--- src/rtl/dir_button_pkg.sv ---
// -----------------------------------------------------------------------------
// dir_button_pkg
// Shared definitions for the direction-button conditioner.
//   db_state_t              : debounce FSM state encoding (2 bits)
//   CLOCK_HZ                : board clock frequency, the same figure clock3s uses
//   DEBOUNCE_CYCLES_DEFAULT : 20 ms worth of CLOCK_HZ cycles (1,000,000)
// -----------------------------------------------------------------------------
package dir_button_pkg;

  typedef enum logic [1:0] {
    RELEASED     = 2'd0,
    PRESS_WAIT   = 2'd1,
    PRESSED      = 2'd2,
    RELEASE_WAIT = 2'd3
  } db_state_t;

  localparam int unsigned CLOCK_HZ                = 50_000_000;
  localparam int unsigned DEBOUNCE_MS             = 20;
  localparam int unsigned DEBOUNCE_CYCLES_DEFAULT = (CLOCK_HZ / 1000) * DEBOUNCE_MS;

endpackage

--- src/rtl/sync2.sv ---
// -----------------------------------------------------------------------------
// sync2
// Two-flop synchroniser for an asynchronous board input.
//   clock : destination clock
//   reset : asynchronous, active-high; clears both flops
//   d     : asynchronous input
//   q     : synchronised output (second flop)
// -----------------------------------------------------------------------------
module sync2 (
  input  logic clock,
  input  logic reset,
  input  logic d,
  output logic q
);

  logic s1;

  always_ff @(posedge clock or posedge reset) begin
    if (reset) begin
      s1 <= 1'b0;
      q  <= 1'b0;
    end else begin
      s1 <= d;
      q  <= s1;
    end
  end

endmodule

--- src/rtl/dir_button.sv ---
// -----------------------------------------------------------------------------
// dir_button
// Conditions the raw direction push-button for the counter: synchronises it,
// debounces it with a four-state FSM, turns a debounced press into a direction
// request and commits that request to `down` only on the `ena` strobe.
//
// Build option: define DIR_TOGGLE_EN for toggle behaviour (each press flips the
// request). Without it the request follows the debounced button level
// (hold-to-count-down).
//
// Parameters:
//   DEBOUNCE_CYCLES : stable samples needed to accept a level change (2..2^24)
//   CNT_W           : debounce counter width, 2^CNT_W > DEBOUNCE_CYCLES
// Ports:
//   clock   : system clock, rising edge
//   reset   : asynchronous, active-high
//   btn     : raw push-button, asynchronous, 1 = pressed
//   ena     : one-cycle commit strobe
//   down    : committed direction, 1 = count down
//   pending : accepted request not yet committed
//   press   : one-cycle pulse per debounced press
//   state   : debounce FSM state (debug observation)
// -----------------------------------------------------------------------------
module dir_button
  import dir_button_pkg::*;
#(
  parameter int unsigned DEBOUNCE_CYCLES = DEBOUNCE_CYCLES_DEFAULT,
  parameter int unsigned CNT_W           = 24
) (
  input  logic      clock,
  input  logic      reset,
  input  logic      btn,
  input  logic      ena,
  output logic      down,
  output logic      pending,
  output logic      press,
  output db_state_t state
);

  localparam logic [CNT_W-1:0] CNT_LAST = CNT_W'(DEBOUNCE_CYCLES - 1);

  logic             s2;
  logic [CNT_W-1:0] cnt;
  logic             req;

  db_state_t        state_next;
  logic [CNT_W-1:0] cnt_next;
  logic [CNT_W-1:0] cnt_inc;
  logic             press_next;
  logic             req_next;
  logic             down_next;
  logic             pending_next;

  sync2 u_sync2 (
    .clock (clock),
    .reset (reset),
    .d     (btn),
    .q     (s2)
  );

  always_ff @(posedge clock or posedge reset) begin
    if (reset) begin
      state   <= RELEASED;
      cnt     <= '0;
      press   <= 1'b0;
      req     <= 1'b0;
      down    <= 1'b0;
      pending <= 1'b0;
    end else begin
      state   <= state_next;
      cnt     <= cnt_next;
      press   <= press_next;
      req     <= req_next;
      down    <= down_next;
      pending <= pending_next;
    end
  end

  always_comb begin
    state_next = state;
    cnt_next   = cnt;
    press_next = 1'b0;
    // Saturating increment: the counter holds at its terminal value.
    cnt_inc    = (cnt == CNT_LAST) ? cnt : cnt + 1'b1;

    // The sample that moves the FSM into a WAIT state is the first stable
    // sample (count 0); the transition out fires on sample DEBOUNCE_CYCLES.
    case (state)
      RELEASED: begin
        if (s2) begin
          state_next = PRESS_WAIT;
          cnt_next   = '0;
        end
      end
      PRESS_WAIT: begin
        if (!s2) begin
          state_next = RELEASED;
        end else begin
          cnt_next = cnt_inc;
          if (cnt_inc == CNT_LAST) begin
            state_next = PRESSED;
            press_next = 1'b1;
          end
        end
      end
      PRESSED: begin
        if (!s2) begin
          state_next = RELEASE_WAIT;
          cnt_next   = '0;
        end
      end
      RELEASE_WAIT: begin
        if (s2) begin
          state_next = PRESSED;
        end else begin
          cnt_next = cnt_inc;
          if (cnt_inc == CNT_LAST) begin
            state_next = RELEASED;
          end
        end
      end
      default: begin
        state_next = RELEASED;
        cnt_next   = '0;
      end
    endcase
  end

  // The request reacts to the registered press (or registered level), so on a
  // cycle where press and ena coincide, down picks up the pre-press request
  // and the flipped request stays pending for the next strobe.
  always_comb begin
`ifdef DIR_TOGGLE_EN
    req_next = req ^ press;
`else
    req_next = (state == PRESSED) || (state == RELEASE_WAIT);
`endif
    down_next    = ena ? req : down;
    pending_next = (req_next != down_next);
  end

endmodule
--- config.mk ---
export PLATFORM = sky130hd
export DESIGN_NAME = dir_button
export DESIGN_NICKNAME = d
export VERILOG_FILES = /design/src/rtl/dir_button_pkg.sv /design/src/rtl/sync2.sv /design/src/rtl/dir_button.sv
export SDC_FILE = /design/constraint.sdc
export NUM_CORES = 1
export LEC_CHECK = 0
export ABC_CLOCK_PERIOD_IN_PS = 6000
export CAP_MARGIN = 10
export CORE_MARGIN = 5
export CORE_UTILIZATION = 60
export CTS_BUF_LIST = sky130_fd_sc_hd__clkbuf_4 sky130_fd_sc_hd__clkbuf_8
export DETAILED_ROUTE_END_ITERATION = 10
export PLACE_DENSITY = 0.77
export SYNTH_ARGS = -nofsm -noshare
export SYNTH_HDL_FRONTEND = slang
export SYNTH_SLANG_ARGS = --single-unit
--- constraint.sdc ---
create_clock -name clock -period 6 [get_ports clock]
set_input_delay 1.2 -clock clock [delete_from_list [all_inputs] [get_ports clock]]
set_output_delay 1.2 -clock clock [all_outputs]
set_load 0.05 [all_outputs]
## Yosys cells after proc, flatten, opt, wreduce, memory -nomap -nowiden

Index checks and enable logic that the tools add are counted.

| word-level totals | value |
|---|---|
| register bits after elaboration | 32 |
| latch bits | 0 |
| RAM bits | 0 |
| bits in read-only memories | 0 |
| input bits | 4 |
| logic and storage cells | 42 |
| memories kept | 0 |

| operators by class | value |
|---|---|
| add/sub/neg operators | 1 |
| multiply operators | 0 |
| divide/modulo/power cells | 0 |
| $lt $le $gt $ge | 0 |
| equality and inequality tests | 12 |
| shifts and indexed selects | 0 |
| mux-type cells | 17 |
| bitwise logic cells | 0 |
| reduce and logical (&&, ||, !) cells | 4 |

Operator list:

| cell | count |
|---|---|
| two-way mux 24 bit | 5 |
| one-hot mux 24 bit (4 select lines) | 1 |
| == test 24 x 20 -> 1 bit, second input constant | 2 |
| adder 24 x 1 -> 24 bit, second input constant | 1 |
| two-way mux 2 bit | 6 |
| one-hot mux 2 bit (4 select lines) | 1 |
| AND reduction 4 bit | 2 |
| == test 2 bit, second input constant | 2 |
| two-way mux 1 bit | 4 |
| != test 2 x 1 -> 1 bit, second input constant | 2 |
| != test 2 bit, second input constant | 2 |
| != test 3 x 2 -> 1 bit, second input constant | 1 |
| != test 3 bit, second input constant | 1 |
| == test 2 x 1 -> 1 bit, second input constant | 1 |
| logical NOT 2 bit | 1 |
| logical OR 1 bit | 1 |
| != test 1 bit | 1 |

## Logic depth before layout (Yosys ltp)

Gate-level depths: netlist (run 1).

| logic depth | value |
|---|---|
| depth after elaboration | 6 |
| mapped depth | 8 |
| depth with buffers taken out | 8 |

## Hierarchy

From an unflattened synthesis (run 1), not the netlist that was laid out.

| unflattened totals | value |
|---|---|
| cell total of the unflattened synthesis | 253 |
| area total of the unflattened synthesis | 2202.1 sq um |

Modules (own cells, without submodules):

| module | instances | cells each | area each (sq um) |
|---|---|---|---|
| dir_button | 1 | 250 | 2148.3 |
| sync2 | 1 | 3 | 53.8 |

## Least setup slack after synthesis (run 1)

OpenSTA, ideal clock, no wires.

| timing | value |
|---|---|
| kind | reg-to-reg |
| start point | register cnt[0] |
| end point | register with a tool-made name |
| setup time | 0.125 ns |
| arrival time | 2.051 ns |
| data required time | 5.875 ns |
| slack | 3.824 ns |
| cell stages (with the launch flop) | 9 |
| buffers on the path | 1 |
| path through | dfrtp_1 > buf_2 > nand4_4 > nor4_4 > nand2_1 > xnor2_1 > and2_0 > and4_4 > mux2_4 |

RTL lines:

| what | RTL line | source |
|---|---|---|
| start, declared | dir_button.sv:43 | `logic [CNT_W-1:0] cnt;` |
| start signal, assigned | dir_button.sv:71 | `cnt <= cnt_next;` |

## Worst setup path after layout (run 1)

| timing | value |
|---|---|
| start point | register state[0] |
| end point | output port state[0] |

RTL lines:

| what | RTL line | source |
|---|---|---|
| start, declared | dir_button.sv:37 | `output db_state_t state` |
| start signal, assigned | dir_button.sv:70 | `state <= state_next;` |

No word-level cell between the ends.

==> results_dict.tcl, run 1 <==
set metrics [dict create \
    status "finished, final reports clean" \
    path_buf_inv 1 \
    r2r.worst_path.cells 8 \
    clk_latency_ps 350 \
    setup_viol 0 \
    hp-class "reg -> reg" \
    path_depth 1 \
    row_count 21 \
    cts_buffer_depth 2 \
    ir_drop_mv 0.1257 \
    yosysTopAreaCell "dfrtp_1" \
    num-fill-cells 288 \
    cts_tree "built" \
    core_um2 3416 \
    regArea_um2 800.8 \
    wl_per_cell_um 14.84 \
    cts-resized-gates 0 \
    clockRootBuffer "clkbuf_4" \
    clock.fmax_mhz 323.9 \
    crit_type "reg -> out" \
    cts_sinks 32 \
    die_w_um 70.08 \
    yosysUniqueCellTypes 54 \
    yosysTopAreaCellShare_pct 36.97 \
    nets 253 \
    worst_slew_pin_slew_ps 853.6 \
    ys_seq_area_share_pct 36.97 \
    p_leak_nw 0.9279 \
    drt_iter0_drc 148 \
    numCtsBuffers 5 \
    grt_usage_pct 19.86 \
    syn_area_um2 2166 \
    ys.flop_type "dfrtp_1" \
    ant_nets 0 \
    port_buffers 8 \
    die_h_um 70.08 \
    area_growth_pct 4.391 \
    hold_viol 0 \
    ys_ff_latch 32 \
    min_delay_path_depth 0 \
    place_congestion 0.8440 \
    period_needed_ps 3087 \
    drive_gt1_share_pct 11.24 \
    dp_hpwl_mm 3.032 \
    critPathMaxStageDelay_ps 890 \
    grt-ovfl-total 0 \
    fin_cells 295 \
    slew_violations 0 \
    finClkSkew_ps 7.115 \
    power_density_nw_per_um2 171.0 \
    synthCells 251 \
    diodes 0 \
    vias 1757 \
    r2r-start "cnt[0]$_DFFE_PP0P_" \
    async_flop_share_pct 100.0 \
    ios 9 \
    crit_chain "clkdlybuf4s50_1" \
    antenna_found_initial 0 \
    grt_pass1_wl_mm 7.879 \
    multiInputGateArea_um2 1221 \
    hold_buffers 0 \
    synth.avg_cell_area_um2 8.629 \
    dp_cells 287 \
    start_util_pct 63.41 \
    arrival_ps 1890 \
    die_area_um2 4911 \
    critPathCaptureType "output pin" \
    drc 0 \
    grt_start_max_net_pins 38 \
    grt_pass1_vias 1671 \
    path_clk_slew_ps 100 \
    worstSetupStartpointType "flop" \
    synth_area_leaders "dfrtp_1, o21ai_0, nand2_1, nand3_1, a21oi_1" \
    cpMaxStageDelayCell "clkdlybuf4s50_1" \
    hold_start "u_sync2.s1$_DFF_PP0_" \
    cap_violations 0 \
    maxSlewHeadroom_pct 42.90 \
    path_max_fanout 13 \
    synth-edff-count 0 \
    h-tree-depth 2 \
    drt_first_pass_iters 4 \
    cp.required_ps 4800 \
    wl_mm 4.378 \
    rsz0062_at_grt "no" \
    crit_path_start "state[0]$_DFFE_PP0P_" \
    synth_nets 256 \
    yosys_warnings 0 \
    critPathTopFamily "buffers and inverters" \
    post-cts-setup-buffers 0 \
    min_period_over_period_pct 51.45 \
    tns_ps 0 \
    vias_per_cell 5.956 \
]
cells in the mapped netlist, types with 6 or more instances:
| cell | count |
|---|---|
| dfrtp_1 | 32 |
| nand2_1 | 32 |
| o21ai_0 | 25 |
| nand3_1 | 16 |
| a21oi_1 | 14 |
| nor2_1 | 14 |
| nor3_1 | 11 |
| inv_1 | 8 |
| clkbuf_1 | 7 |
| mux2i_1 | 7 |
| buf_4 | 6 |
report_power, final:
group	leakage, nW	total (mW)	switching [mW]	internal (mW)
registers	0.438	0.232	0.0124	0.220
clock network	0.0349	0.124	0.0786	0.0449
logic	0.455	0.0309	0.0191	0.0118
placed cells by master (no fill, tap or decap), types with 2 or more instances in the layout:
cell and n:
a21oi_1 14, a22o_1 2, a31oi_1 4, and3_1 5
and4_1 3, buf_4 2, clkbuf_4 5, clkdlybuf4s50_1 8
clkinv_2 2, dfrtp_1 32, inv_1 8, mux2_2 3
mux2i_1 7, nand2_1 32, nand3_1 16, nand4_1 3
nand4_4 3, nor2_1 14, nor3_1 11, nor3b_1 2
nor4_1 4, nor4_2 2, nor4b_1 3, o21ai_0 25
o22ai_1 3, or3_1 2, xnor2_1 4, xor2_1 5
layer usage:
| layer | track usage [%] | wire, um | vias up |
|---|---|---|---|
| li1 | - | - | 910 |
| met4 | 6.170 | 59 | 0 |
| met5 | 0 | 0 | - |
| met3 | 4.304 | 126 | 7 |
| met1 | 26.65 | 2170 | 814 |
| met2 | 32.00 | 2023 | 26 |
metrics by stage:
| step | setup slack [ps] | utilization (%) | power (mW) | instance area, um^2 | hold WS, ps |
|---|---|---|---|---|---|
| 3_3_place_gp | 3320 | 64.54 | 0.2664 | 2205 | 337.2 |
| 4_1_cts | 2912 | 66.19 | 0.3911 | 2261 | 372.2 |
| 6_report | 2913 | 66.19 | 0.3866 | 2261 | 363.9 |
| 3_5_place_dp | 3314 | 64.54 | 0.2673 | 2205 | 341.1 |
| 2_1_floorplan | 3824 | - | 0.2598 | 2166 | 331.2 |
| 5_1_grt | 2832 | 66.19 | 0.4064 | 2261 | 377.8 |
flip-flops by register name, summed over array words and instances, names as in the netlist, named ones only:
register / cells
req: 1
down: 1
pending: 1
u_sync2.q: 1
state: 1
press: 1
u_sync2.s1: 1
cnt: 24
worst register-to-register path, delay by kind of cell (launching register included):
kind                       cells  cell delay, ps
DFF                            1             550
adders and majority gates      1             370
and+or+nand+nor                4            1150
AOI/OAI and AO/OA              2             270
muxes                          1             290
final timing paths:
kind                                             to  slack, ps
worst min-delay path            u_sync2.q$_DFF_PP0_        360
max in group asynchronous        cnt[1]$_DFFE_PP0P_       4480
worst max register to register                 flop       3270
worst max-delay path                       state[0]       2910
min in group asynchronous       u_sync2.q$_DFF_PP0_       1220
worst min register to register  u_sync2.q$_DFF_PP0_        360
kinds of logic (layout without fill, tap and decap cells):
family,count (synthesis),count (layout),synth area share [%]
fa+ha+maj,1,1,0.5776
flops,32,32,36.97
xor+xnor,10,10,4.044
mux,11,11,5.488
compound gates,58,58,16.06
buf+inv,28,26,6.989
simple gates,111,111,29.87
layout make-up:
class | count | share of cell area, %
clock buffers | 5 | 1.660
clock inverters | 3 | 0.8301
inverters | 8 | 1.328
multi-input cells | 191 | 54.01
flip-flops and latches | 32 | 35.42
well taps | 46 | 2.546
repair buffers | 10 | 4.206
No activity file was read; power rests on OpenSTA's default activity.
==> run 2, diff against run 1 <==
ABC_CLOCK_PERIOD_IN_PS = 3100   (was 6000)
clock period = 3.1 ns   (was 6 ns; I/O delays follow)
==> results_dict.tcl, run 2 (same netlist as run 1, synthesis figures left out) <==
set metrics [dict create \
    ant_nets 0 \
    antenna_found_initial 0 \
    setup_slack_ps 462.2 \
    crit_chain "ha_1, nand3_1, nor3_1, and4_1, o2bb2ai_1, a41o_1, and4_4, mux2_4" \
    area_growth_pct 5.315 \
    dp_hpwl_mm 3.206 \
    drt_first_pass_iters 4 \
    largest_reg_flops 24 \
    wl_per_cell_um 14.90 \
    nets 255 \
    cts_buffer_depth 2 \
    finClkSkew_ps 20.31 \
    min_delay_path_depth 0 \
    cap_violations 0 \
    cp.required_ps 3330 \
    die_h_um 70.08 \
    multiInputGateArea_um2 1221 \
    worst_slew_pin_slew_ps 992.3 \
    finalPower_mw 0.7643 \
    fin_cells 297 \
    r2r-start "cnt[0]$_DFFE_PP0P_" \
    arrival_ps 2870 \
    port_buffers 8 \
    num-fill-cells 289 \
    period_needed_ps 2638 \
    top_register "cnt" \
    hp-class "reg -> reg" \
    preCtsSetupSlack_ps 497.7 \
    row_count 21 \
    clockRootBuffer "clkbuf_4" \
    drive_gt1_share_pct 11.95 \
    drc 0 \
    cts_tree "built" \
    post-cts-setup-buffers 0 \
    die_w_um 70.08 \
    rsz0062_at_grt "no" \
    h-tree-depth 2 \
    clock.fmax_mhz 379.1 \
    clk_latency_ps 330 \
    numCtsBuffers 5 \
    grt_usage_pct 19.04 \
    hold_viol 0 \
    p_leak_nw 0.9406 \
    min_period_over_period_pct 85.09 \
    setup_viol 0 \
    status "finished, final reports clean" \
    core_um2 3416 \
    die_area_um2 4911 \
    tns_ps 0 \
    ir_drop_mv 0.2263 \
    r2r.worst_path.cells 8 \
    ios 9 \
    slew_violations 0 \
    reg2reg_slack_ps 460 \
    cpMaxStageDelayCell "dfrtp_1" \
    critPathCaptureType "flop" \
    vias 1798 \
    diodes 0 \
    maxSlewHeadroom_pct 33.62 \
    cts_sinks 32 \
    grt_pass1_wl_mm 7.576 \
    path_clk_slew_ps 110 \
    cts-resized-gates 0 \
    holdWs_ps 358.4 \
    vias_per_cell 6.054 \
    final_cell_mix "nand2_1, dfrtp_1, o21ai_0" \
    grt-ovfl-total 0 \
    critPathMaxStageDelay_ps 550 \
    grt_pass1_vias 1591 \
    power_density_nw_per_um2 335.1 \
    dp_cells 289 \
    crit_type "reg -> reg" \
    place_congestion 0.8948 \
    drt_iter0_drc 170 \
    regArea_um2 800.8 \
    start_util_pct 63.41 \
    wl_mm 4.426 \
    path_max_fanout 10 \
    worstSetupStartpointType "flop" \
    crit_path_start "cnt[0]$_DFFE_PP0P_" \
    grt_start_max_net_pins 18 \
    hold_buffers 0 \
]
[run 2: per-layer routing]
metal  wire length [um]  vias up  global-route usage, %
met2               2004       43                  28.96
li1                   -      910                      -
met5                  0        -                      0
met3                213        4                  3.587
met4                 46        0                  6.809
met1               2160      841                  27.02
[run 2: through the flow]
step / utilization, % / cell area, um^2
global route: 66.78 / 2281
CTS: 66.78 / 2281
global placement: 64.98 / 2220
detailed placement: 64.98 / 2220
floorplan: - / 2166
finish: 66.78 / 2281
[run 2: how the worst min path moves through the flow]
stage	start	end	slack [ps]
after CTS	u_sync2.s1$_DFF_PP0_	u_sync2.q$_DFF_PP0_	360
after global routing	u_sync2.s1$_DFF_PP0_	u_sync2.q$_DFF_PP0_	370
after global placement	u_sync2.s1$_DFF_PP0_	u_sync2.q$_DFF_PP0_	330
after floorplan	u_sync2.s1$_DFF_PP0_	u_sync2.q$_DFF_PP0_	330
final	u_sync2.s1$_DFF_PP0_	u_sync2.q$_DFF_PP0_	360
after detailed placement	u_sync2.s1$_DFF_PP0_	u_sync2.q$_DFF_PP0_	340
[run 2: worst max-delay path, delay by kind of cell, from the launching register on]
| kind | cells | cell delay, ps |
|---|---|---|
| and+or+nand+nor | 4 | 1080 |
| DFF | 1 | 550 |
| adders and majority gates | 1 | 360 |
| muxes | 1 | 290 |
| AOI/OAI and AO/OA | 2 | 250 |
[run 2: area by class of cell]
class,count,share of cell area (%)
inverters,8,1.317
clock inverters,2,0.4388
flip-flops and latches,32,35.11
well taps,46,2.523
multi-input cells,191,53.54
clock buffers,6,2.249
repair buffers,12,4.827
[run 2: power by group]
part           internal, mW  total, mW  leakage [nW]  switching, mW
Clock                 0.108      0.252        0.0380          0.144
Sequential            0.425      0.450         0.438         0.0241
Combinational        0.0246     0.0632         0.465         0.0386
Total                 0.558      0.764         0.941          0.206
==> run 3, diff against run 2 <==
ABC_CLOCK_PERIOD_IN_PS = 2480   (was 3100)
CAP_MARGIN = 25   (was 10)
clock period = 2.48 ns   (was 3.1 ns; I/O delays follow)
==> results_dict.tcl, run 3 (same netlist as run 1, synthesis figures left out) <==
set metrics [dict create \
    crit_type "reg -> reg" \
    cts_tree "built" \
    min_delay_path_depth 0 \
    clockRootBuffer "clkbuf_4" \
    place_congestion 0.9221 \
    period_needed_ps 2351 \
    worstSetupStartpointType "flop" \
    ant_nets 0 \
    cts_sinks 32 \
    fin_cells 311 \
    worst_slew_pin_slew_ps 494.8 \
    cap_violations 0 \
    wl_mm 4.814 \
    final_area_um2 2422 \
    critPathCaptureType "flop" \
    reg2reg_slack_ps 130 \
    drt_first_pass_iters 4 \
    cp.required_ps 2710 \
    start_util_pct 63.41 \
    nets 269 \
    die_area_um2 4911 \
    drive_gt1_share_pct 17.36 \
    p_leak_nw 1.025 \
    grt_start_max_net_pins 33 \
    numCtsBuffers 5 \
    tns_ps 0 \
    diodes 0 \
    area_growth_pct 11.84 \
    hp-class "reg -> reg" \
    antenna_found_initial 0 \
    dp_cells 303 \
    port_buffers 8 \
    placed_area_um2 2325 \
    path_clk_slew_ps 100 \
    die_h_um 70.08 \
    ir_drop_mv 0.2948 \
    rsz0062_at_grt "no" \
    grt_usage_pct 20.33 \
    h-tree-depth 2 \
    grt_pass1_wl_mm 7.997 \
    drt_iter0_drc 183 \
    finClkSkew_ps 9.321 \
    hold_start "u_sync2.s1$_DFF_PP0_" \
    arrival_ps 2580 \
    vias 1844 \
    grt-ovfl-total 0 \
    mostFrequentLayoutCell "nand2_1" \
    clock.fmax_mhz 425.3 \
    clk_latency_ps 340 \
    cts_buffer_depth 2 \
    die_w_um 70.08 \
    ios 9 \
    min_period_over_period_pct 94.80 \
    r2r.worst_path.cells 7 \
    setup_viol 0 \
    min_to "u_sync2.q$_DFF_PP0_" \
    row_count 21 \
    dp_hpwl_mm 3.489 \
    status "finished, final reports clean" \
    core_um2 3416 \
    vias_per_cell 5.929 \
    slew_violations 0 \
    wl_per_cell_um 15.48 \
    top_register "cnt" \
    grt_pass1_vias 1591 \
    hold_viol 0 \
    maxSlewHeadroom_pct 66.91 \
    path_max_fanout 10 \
    crit_path_start "cnt[2]$_DFFE_PP0P_" \
    hold_buffers 0 \
    largest_reg_flops 24 \
    r2r-start "cnt[2]$_DFFE_PP0P_" \
    drc 0 \
    final_cell_mix "nand2_1, dfrtp_1, o21ai_0" \
    power_density_nw_per_um2 455.4 \
]
-- run 3: cell types whose count changed in the layout (fill, tap and decap cells not counted), sizes merged --
cell,change
bufinv,+1
clkinv,-2
buf,+14
clkbuf,+1
-- run 3: metrics by stage --
step	power (mW)	utilization [%]	hold slack (ps)	worst slack [ps]
detailed placement	0.6607	68.06	334.7	136.8
global route	1.163	70.92	365.7	22.53
floorplan	0.6285	-	331.2	303.6
CTS	1.110	70.84	357.1	114.7
finish	1.103	70.92	355.7	128.9
global placement	0.6593	68.06	334.6	194.1
-- run 3: worst max-delay path, stage by stage, from the launching register on --
cell     delay, ps
dfrtp_1        550
nand4_4        170
nor4_4         410
nand2_1        170
xnor2_1        240
and2_0         170
and4_4         240
mux2_4         290
-- run 3: worst max path at each step --
stage                end  slack, ps  cells after the start
floorplan           flop        300                      8
global placement    flop        190                      7
detailed placement  flop        140                      6
CTS                 flop        110                      7
global route        flop         20                      6
finish              flop        130                      7
-- run 3: where the power goes --
group          switching (mW)  internal [mW]
combinational          0.0612         0.0391
clock                   0.183          0.267
sequential             0.0201          0.532
-- run 3: layer usage --
layer / GRT usage [%] / part of all wire (%) / vias up
met5: 0 / 0 / -
met4: 4.894 / 0.87 / 0
met3: 5.022 / 7.0 / 5
met2: 28.54 / 44 / 60
met1: 31.13 / 48 / 842
li1: - / - / 937
-- run 3: cell type report --
| type | instances | area (um^2) |
|---|---|---|
| inverters | 8 | 30.03 |
| multi-input cells | 191 | 1221 |
| clock inverters | 1 | 30.03 |
| clock buffers | 7 | 65.06 |
| well taps | 46 | 57.56 |
| flip-flops and latches | 32 | 803.3 |
| fillers | 262 | 993.5 |
| repair buffers | 26 | 215.2 |
-- run 3: repair_timing --
action,in CTS,in global routing
buffers inserted,0,0
gates resized for setup,0,2
endpoints found under the setup margin,0,1
